<file path="config.mk">
export PLATFORM = sky130hd
export DESIGN_NAME = mem_arbiter
export DESIGN_NICKNAME = d
export VERILOG_FILES = /design/src/rtl/mem_arb_pkg.sv /design/src/rtl/mem_arb_pick.sv /design/src/rtl/mem_arbiter.sv
export SDC_FILE = /design/constraint.sdc
export NUM_CORES = 1
export LEC_CHECK = 0
export ABC_AREA = 0
export CAP_MARGIN = 20
export CORE_AREA = 2 2 106 108
export DETAILED_ROUTE_END_ITERATION = 8
export DIE_AREA = 0 0 108 110
export PLACE_DENSITY = 0.7
export SLEW_MARGIN = 10
export SYNTH_ARGS = -nofsm -noshare
export SYNTH_HDL_FRONTEND = slang
export SYNTH_HIERARCHICAL = 1
export SYNTH_SLANG_ARGS = --single-unit
</file>
<file path="constraint.sdc">
create_clock -name clk -period 1.5 [get_ports clk]
set_clock_uncertainty 0.15 [all_clocks]
set_input_delay 0.375 -clock clk [delete_from_list [all_inputs] [get_ports clk]]
set_output_delay 0.375 -clock clk [all_outputs]
set_load 0.1 [all_outputs]
</file>
<file path="src/rtl/mem_arb_pkg.sv">
// ============================================================================
//  Module      : mem_arb_pkg
//  Description : Shared types and constants for the instruction/data memory
//                arbiter (FSM states, owner encoding, word size).
//  Revision    : 1.0 - initial release
// ============================================================================
`default_nettype none

package mem_arb_pkg;

    typedef enum logic [1:0] {
        ST_IDLE = 2'd0,
        ST_XFER = 2'd1,
        ST_DONE = 2'd2
    } state_t;

    typedef enum logic {
        OWN_I = 1'b0,
        OWN_D = 1'b1
    } owner_t;

    localparam int WORD_BYTES = 4;

endpackage

`default_nettype wire

</file>
<file path="src/rtl/mem_arb_pick.sv">
// ============================================================================
//  Module      : mem_arb_pick
//  Description : Winner selection and last-owner register. The policy is
//                chosen by MEM_ARB_ROUND_ROBIN_EN (defined: alternate on
//                contention; undefined: data port always wins contention).
//  Revision    : 1.0 - initial release
// ============================================================================
`default_nettype none

module mem_arb_pick
    import mem_arb_pkg::*;
(
    input  logic   clk,
    input  logic   reset,
    input  logic   i_req,
    input  logic   d_req,
    input  logic   grant,
    output owner_t winner,
    output owner_t owner
);

    owner_t r_owner;
    owner_t w_winner;

    // The last-served owner doubles as the owner of the running transaction.
    always_ff @(posedge clk) begin
        if (reset) begin
            r_owner <= OWN_I;
        end else if (grant) begin
            r_owner <= w_winner;
        end
    end

`ifdef MEM_ARB_ROUND_ROBIN_EN
    always_comb begin
        w_winner = OWN_D;
        if (i_req && d_req) begin
            w_winner = (r_owner == OWN_I) ? OWN_D : OWN_I;
        end else if (i_req) begin
            w_winner = OWN_I;
        end
    end
`else
    always_comb begin
        w_winner = OWN_D;
        if (i_req && !d_req) begin
            w_winner = OWN_I;
        end
    end
`endif

    assign winner = w_winner;
    assign owner  = r_owner;

endmodule

`default_nettype wire

</file>
<file path="src/rtl/mem_arbiter.sv">
// ============================================================================
//  Module      : mem_arbiter
//  Description : Two-port (instruction refill / data cache) block-transfer
//                arbiter onto a single main-memory port. Arbitration policy
//                selected by MEM_ARB_ROUND_ROBIN_EN.
//  Revision    : 1.0 - initial release
// ============================================================================
`default_nettype none

module mem_arbiter
    import mem_arb_pkg::*;
#(
    parameter int BLOCK_WORDS = 4,
    parameter int ADDR_W      = 32
)(
    input  logic              clk,
    input  logic              reset,
    input  logic              i_req,
    input  logic [ADDR_W-1:0] i_addr,
    output logic              i_rvalid,
    output logic [ADDR_W-1:0] i_rdata,
    output logic              i_done,
    input  logic              d_req,
    input  logic              d_write,
    input  logic [ADDR_W-1:0] d_addr,
    input  logic [ADDR_W-1:0] d_wdata,
    output logic              d_rvalid,
    output logic [ADDR_W-1:0] d_rdata,
    output logic              d_wnext,
    output logic              d_done,
    output logic [ADDR_W-1:0] mem_addr,
    output logic [ADDR_W-1:0] mem_write_data,
    output logic              mem_read,
    output logic              mem_write,
    input  logic [ADDR_W-1:0] mem_read_data,
    input  logic              mem_ready
);

    localparam int c_CNT_W  = $clog2(BLOCK_WORDS);
    localparam int c_BYTE_W = $clog2(WORD_BYTES);
    localparam int c_OFF_W  = c_CNT_W + c_BYTE_W;
    localparam logic [c_CNT_W-1:0] c_LAST = c_CNT_W'(BLOCK_WORDS - 1);
    localparam logic [ADDR_W-1:0]  c_BASE_MASK =
        ~(ADDR_W'(BLOCK_WORDS * WORD_BYTES) - ADDR_W'(1));

    state_t              r_state;
    state_t              w_next;
    logic [ADDR_W-1:0]   r_base;
    logic [c_CNT_W-1:0]  r_cnt;
    logic                r_write;
    owner_t              w_winner;
    owner_t              w_owner;
    logic                w_grant;
    logic [ADDR_W-1:0]   w_req_addr;
    logic [ADDR_W-1:0]   w_word_addr;

    assign w_grant     = (r_state == ST_IDLE) && (i_req || d_req);
    assign w_req_addr  = (w_winner == OWN_D) ? d_addr : i_addr;
    // Base is block-aligned, so the word offset can simply be OR-ed in.
    assign w_word_addr = r_base |
        {{(ADDR_W - c_OFF_W){1'b0}}, r_cnt, {c_BYTE_W{1'b0}}};

    mem_arb_pick u_pick (
        .clk    (clk),
        .reset  (reset),
        .i_req  (i_req),
        .d_req  (d_req),
        .grant  (w_grant),
        .winner (w_winner),
        .owner  (w_owner)
    );

    always_ff @(posedge clk) begin
        if (reset) begin
            r_state <= ST_IDLE;
            r_base  <= '0;
            r_cnt   <= '0;
            r_write <= 1'b0;
        end else begin
            r_state <= w_next;
            if (w_grant) begin
                r_base  <= w_req_addr & c_BASE_MASK;
                r_cnt   <= '0;
                r_write <= (w_winner == OWN_D) && d_write;
            end else if ((r_state == ST_XFER) && mem_ready && (r_cnt != c_LAST)) begin
                r_cnt <= r_cnt + 1'b1;
            end
        end
    end

    always_comb begin
        w_next         = r_state;
        mem_addr       = '0;
        mem_write_data = '0;
        mem_read       = 1'b0;
        mem_write      = 1'b0;
        i_rvalid       = 1'b0;
        i_rdata        = '0;
        i_done         = 1'b0;
        d_rvalid       = 1'b0;
        d_rdata        = '0;
        d_wnext        = 1'b0;
        d_done         = 1'b0;
        case (r_state)
            ST_IDLE: begin
                if (w_grant) begin
                    w_next = ST_XFER;
                end
            end
            ST_XFER: begin
                mem_addr  = w_word_addr;
                mem_read  = !r_write;
                mem_write = r_write;
                if (r_write) begin
                    mem_write_data = d_wdata;
                end
                if (mem_ready) begin
                    if (r_write) begin
                        d_wnext = 1'b1;
                    end else if (w_owner == OWN_D) begin
                        d_rvalid = 1'b1;
                        d_rdata  = mem_read_data;
                    end else begin
                        i_rvalid = 1'b1;
                        i_rdata  = mem_read_data;
                    end
                    if (r_cnt == c_LAST) begin
                        w_next = ST_DONE;
                    end
                end
            end
            ST_DONE: begin
                i_done = (w_owner == OWN_I);
                d_done = (w_owner == OWN_D);
                w_next = ST_IDLE;
            end
            default: begin
                w_next = ST_IDLE;
            end
        endcase
    end

endmodule

`default_nettype wire
</file>
Word level (Yosys, flattened, before mapping):

Cells that the tools add are included.

* bits in registers: 34
* input port bits: 134
* output and inout port bits: 135
* word-level logic and storage cells: 58

* add/subtract/negate cells: 1
* equality and inequality tests: 7
* mux-type cells: 32
* bitwise operators: 2
* reduce and logical (&&, ||, !) cells: 11

Operators by type and width (number)
* 2-to-1 mux 32 bit: 12
* OR 32 x 4 -> 32 bit: 1
* 2-to-1 mux 1 bit: 16
* 2-to-1 mux 2 bit: 3
* logical AND 1 bit: 5
* == test 2 bit (second input constant): 2
* != test 2 x 1 -> 1 bit (second input constant): 2
* != test 2 bit (second input constant): 2
* case mux 2 bit (2 select lines): 1
* AND reduction 3 bit: 1
* adder 2 x 1 -> 2 bit (second input constant): 1
* == test 2 x 1 -> 1 bit (second input constant): 1
* logical NOT 1 bit: 2
* logical NOT 2 bit: 1
* OR reduction 2 bit: 1
* logical OR 1 bit: 1
* inverter 1 bit: 1

Longest topological paths before layout:

* word-level depth: 4
* gate-level depth with buffers: 7
* mapped depth without buffers: 4

By module:

Netlist, hierarchy kept.

By module, submodules not included
* mem_arbiter: times used 1, cells an instance 305, area an instance 2608.8 sq um
* mem_arb_pick: times used 1, cells an instance 5, area an instance 46.3 sq um

Worst setup path before layout:

Ideal clock, no wire load.

* kind: reg2out
* start point: register r_state[1]
* end point: output port i_done
* arrival: 2.589 ns
* required time: 0.975 ns
* path slack: -1.614 ns
* cell stages (with the launch flop): 2
* path buffers: 0
* cell sequence: dfxtp_1 -> nor3b_1

* cells in the longest elaborated chain, start to end: 2

RTL lines
* start: declaration: RTL line mem_arbiter.sv:46 `state_t r_state;`
* start signal: assignment: RTL line mem_arbiter.sv:80 `r_state <= w_next;`
* == test 2 bit: RTL line mem_arbiter.sv:104 `case (r_state)`
* 2-to-1 mux 1 bit: RTL line mem_arbiter.sv:104
* end: declaration: RTL line mem_arbiter.sv:22 `output logic i_done,`

No other way between the ends.

Worst setup path after layout:

* start point: register r_state[0]
* end point: output port i_rdata[6]

* cells in the longest elaborated chain, start to end: 2

RTL lines
* == test 2 x 1 -> 1 bit: RTL line mem_arbiter.sv:104
* 2-to-1 mux 32 bit: RTL line mem_arbiter.sv:104
* end: declaration: RTL line mem_arbiter.sv:21 `output logic [ADDR_W-1:0] i_rdata,`

No other way between the ends.

==> run metrics <==
remaining global-route overflow 0; number of H-tree levels 2; sequential share of the synthesized area 0.256; synthesized instance count 310; vias per inst 4.72; PortBufs 258; YS warnings 6; DR vias 3475; Netlist cell types 33; vias in the first global route 3555; CTS root buffer clkbuf_8; Setup TNS -82.60 ns; die width 108 µm; flop2flop setup slack -0.20 ns; I/O pins 269; final setup fails 166; fill cell count 666; Total Die Area 0.0119 mm²; CTS tree built; reg2reg end r_base[15]$_SDFFE_PP0P_; 1st-pass router iterations 4; area of the multi-input gates 0.00247 mm²; crit start category flip-flop; maximum buffer depth of the clock tree 2; Area contributors post-synth dfxtp_1, and2_1, a211oi_2, mux2i_1, and3_1; chip height 110 µm; PwrDens 586 mW/mm²; DRC 0; setup ws final -0.687 ns; largest net degree at the start of global routing 32; antenna violations before repair 3; Total Routing Usage GR 0.236; reg2reg start r_state[0]$_SDFFE_PP0P_; Yosys top cell area share 0.256; Post-layout nets 727; max frequency 457 MHz; Final min period 2.19 ns; Routed WL per cell 20.5 µm; Core ar. 0.0107 mm²; Slew Viols, Final 0; RSZ-0062 raised after global routing true; CP Capture Type output port; CP arrival 1.66 ns; hpwl dp 10800 µm; final hold vios 0; R2R depth 8; layout cells sized above 1 0.664; DRT antenna net count 0; sequential cell area 688 µm²; global-route wire length before repair 21300 µm; P&R area growth vs syn 209%; Worst Setup SP r_state[0]$_SDFFE_PP0P_; failing checks negative setup slack; leading area contributor after synthesis dfxtp_1; Mean Syn Cell Area 8.56 µm²; final core occ 0.767; Netlist Area Pre-Place 0.00266 mm²; final cycle utilization of the critical path 1.46; crit path to i_rdata[6]; row cnt 38; final wirelength 15100 µm; Num Clock Sinks 34; number of synthesized register bits 34; Worst EP required 0.97 ns; top fanout value on the critical path 9; Skew-Pair Late Insertion Delay 0.28 ns; outcome finished, violations left; Num CTS Buffers 5; Starting Density 0.248; VDD IR max 0.422 mV; CTS clk-pin slew, worst paths 0.08 ns; initial DRC count 105; Worst Hold Class in -> reg; GPL Wtd Cong 0.862; critical path class reg -> out; max cap viols 0; Pleak 3.36 nW
-- routing by layer --
layer / up-vias / wire length (µm) / global-route usage
li1: 1644 / - / -
met5: - / 0 / 0
met1: 1677 / 5630 / 0.265
met4: 0 / 220 / 0.0586
met2: 142 / 7820 / 0.433
met3: 12 / 1390 / 0.0770
-- cells in the mapped netlist --
cell	instances
and4bb_2	1
and3b_1	1
and4b_1	2
nand2_1	2
ha_1	1
inv_1	1
dfxtp_1	34
buf_6	4
and2_1	95
nor3_2	2
clkbuf_1	17
mux2i_1	29
a211oi_1	1
or2_1	1
clkbuf_2	3
nor2b_2	1
and4bb_1	1
conb_1	1
a311oi_2	1
nand4_1	1
nor2_1	3
buf_4	3
nor2b_1	1
buf_1	1
a21oi_1	29
a21bo_2	1
xnor2_1	1
and2_4	1
a22oi_1	1
nor3b_1	1
buf_2	9
and3_1	33
a211oi_2	27
-- through the flow --
step           hold WS (ns)  area [µm²]  worst slack (ns)  total power (W)  cells
3_3_place_gp          0.367        7210            -0.712          0.00347    693
6_report              0.249        8210            -0.687          0.00480    736
2_1_floorplan         0.301        3150            -0.410          0.00252    311
3_5_place_dp          0.377        7210            -0.724          0.00351    693
5_1_grt               0.243        8200            -0.741          0.00496    734
4_1_cts               0.244        7750            -0.695          0.00458    718
-- worst max-delay path, stage by stage, from the launching register on --
cell	delay, ns
dfxtp_2	0.33
nor2b_4	0.16
and4bb_4	0.30
buf_6	0.14
buf_12	0.12
and2_4	0.16
buf_12	0.17
-- worst min path at each step --
stage                            start                         to  slack (ns)  cells past startpoint
2_1_floorplan                    reset  u_pick/owner$_SDFFE_PP0P_        0.30                      1
3_3_place_gp   r_base[17]$_SDFFE_PP0P_    r_base[17]$_SDFFE_PP0P_        0.37                      2
3_5_place_dp   r_base[17]$_SDFFE_PP0P_    r_base[17]$_SDFFE_PP0P_        0.38                      2
4_1_cts                          reset    r_base[29]$_SDFFE_PP0P_        0.24                      2
5_1_grt                          reset    r_base[29]$_SDFFE_PP0P_        0.24                      2
6_report                         reset    r_base[30]$_SDFFE_PP0P_        0.25                      2
-- timing repair --
action                                  4_1_cts  5_1_grt
endpoints found under the setup margin      166      165
buffers inserted                              8       13
gates cloned                                  9        3
pin swaps                                    11       36
gates resized for setup                      53       49
hold buffers                                  0        0
-- area by class of cell --
| cell class | instances | area share |
|---|---|---|
| clock buffers | 6 | 0.00884 |
| diodes | 3 | 0.000915 |
| flip-flops and latches | 34 | 0.0839 |
| repair buffers | 309 | 0.579 |
| multi-input cells | 241 | 0.301 |
| inverters | 1 | 0.000457 |
| clock inverters | 2 | 0.00457 |
| well taps | 140 | 0.0213 |
-- report_power, final --
part           internal (W)  switching [W]
registers          0.000990      0.0000767
logic               0.00135        0.00153
clock network      0.000496       0.000360
-- state kept, by name (all words and copies together) (netlist names) --
name and count:
r_write 1, r_cnt 2, r_state 2, r_base 28, u_pick/owner 1
-- cell families after synthesis --
family,Yosys count,share of synthesized area
xor gates and xnor gates,1,0.00330
AOI/OAI and AO/OA,60,0.197
DFF,34,0.256
other,1,0.00141
adders and majority gates,1,0.00471
muxes,29,0.109
buffers and inverters,38,0.0749
and+or+nand+nor,146,0.353
-- placed cells by master, fill, tap and decap left out, types with 2 or more instances in the layout --
cell type	synthesis	routed
dfxtp_1	34	30
clkbuf_16	0	2
clkbuf_8	0	5
a21oi_4	0	16
and2_4	1	97
buf_12	0	150
nor2b_4	0	2
a21oi_2	0	6
buf_16	0	6
buf_8	0	3
a21oi_1	29	7
clkdlybuf4s50_1	0	121
diode_2	0	3
and3_4	0	33
buf_6	4	12
conb_1	1	2
buf_4	3	10
mux2i_1	29	28
nor3_4	0	2
dlygate4sd2_1	0	3
a211oi_2	27	28
dfxtp_2	0	3
No activity file was read; power rests on OpenSTA's default activity.
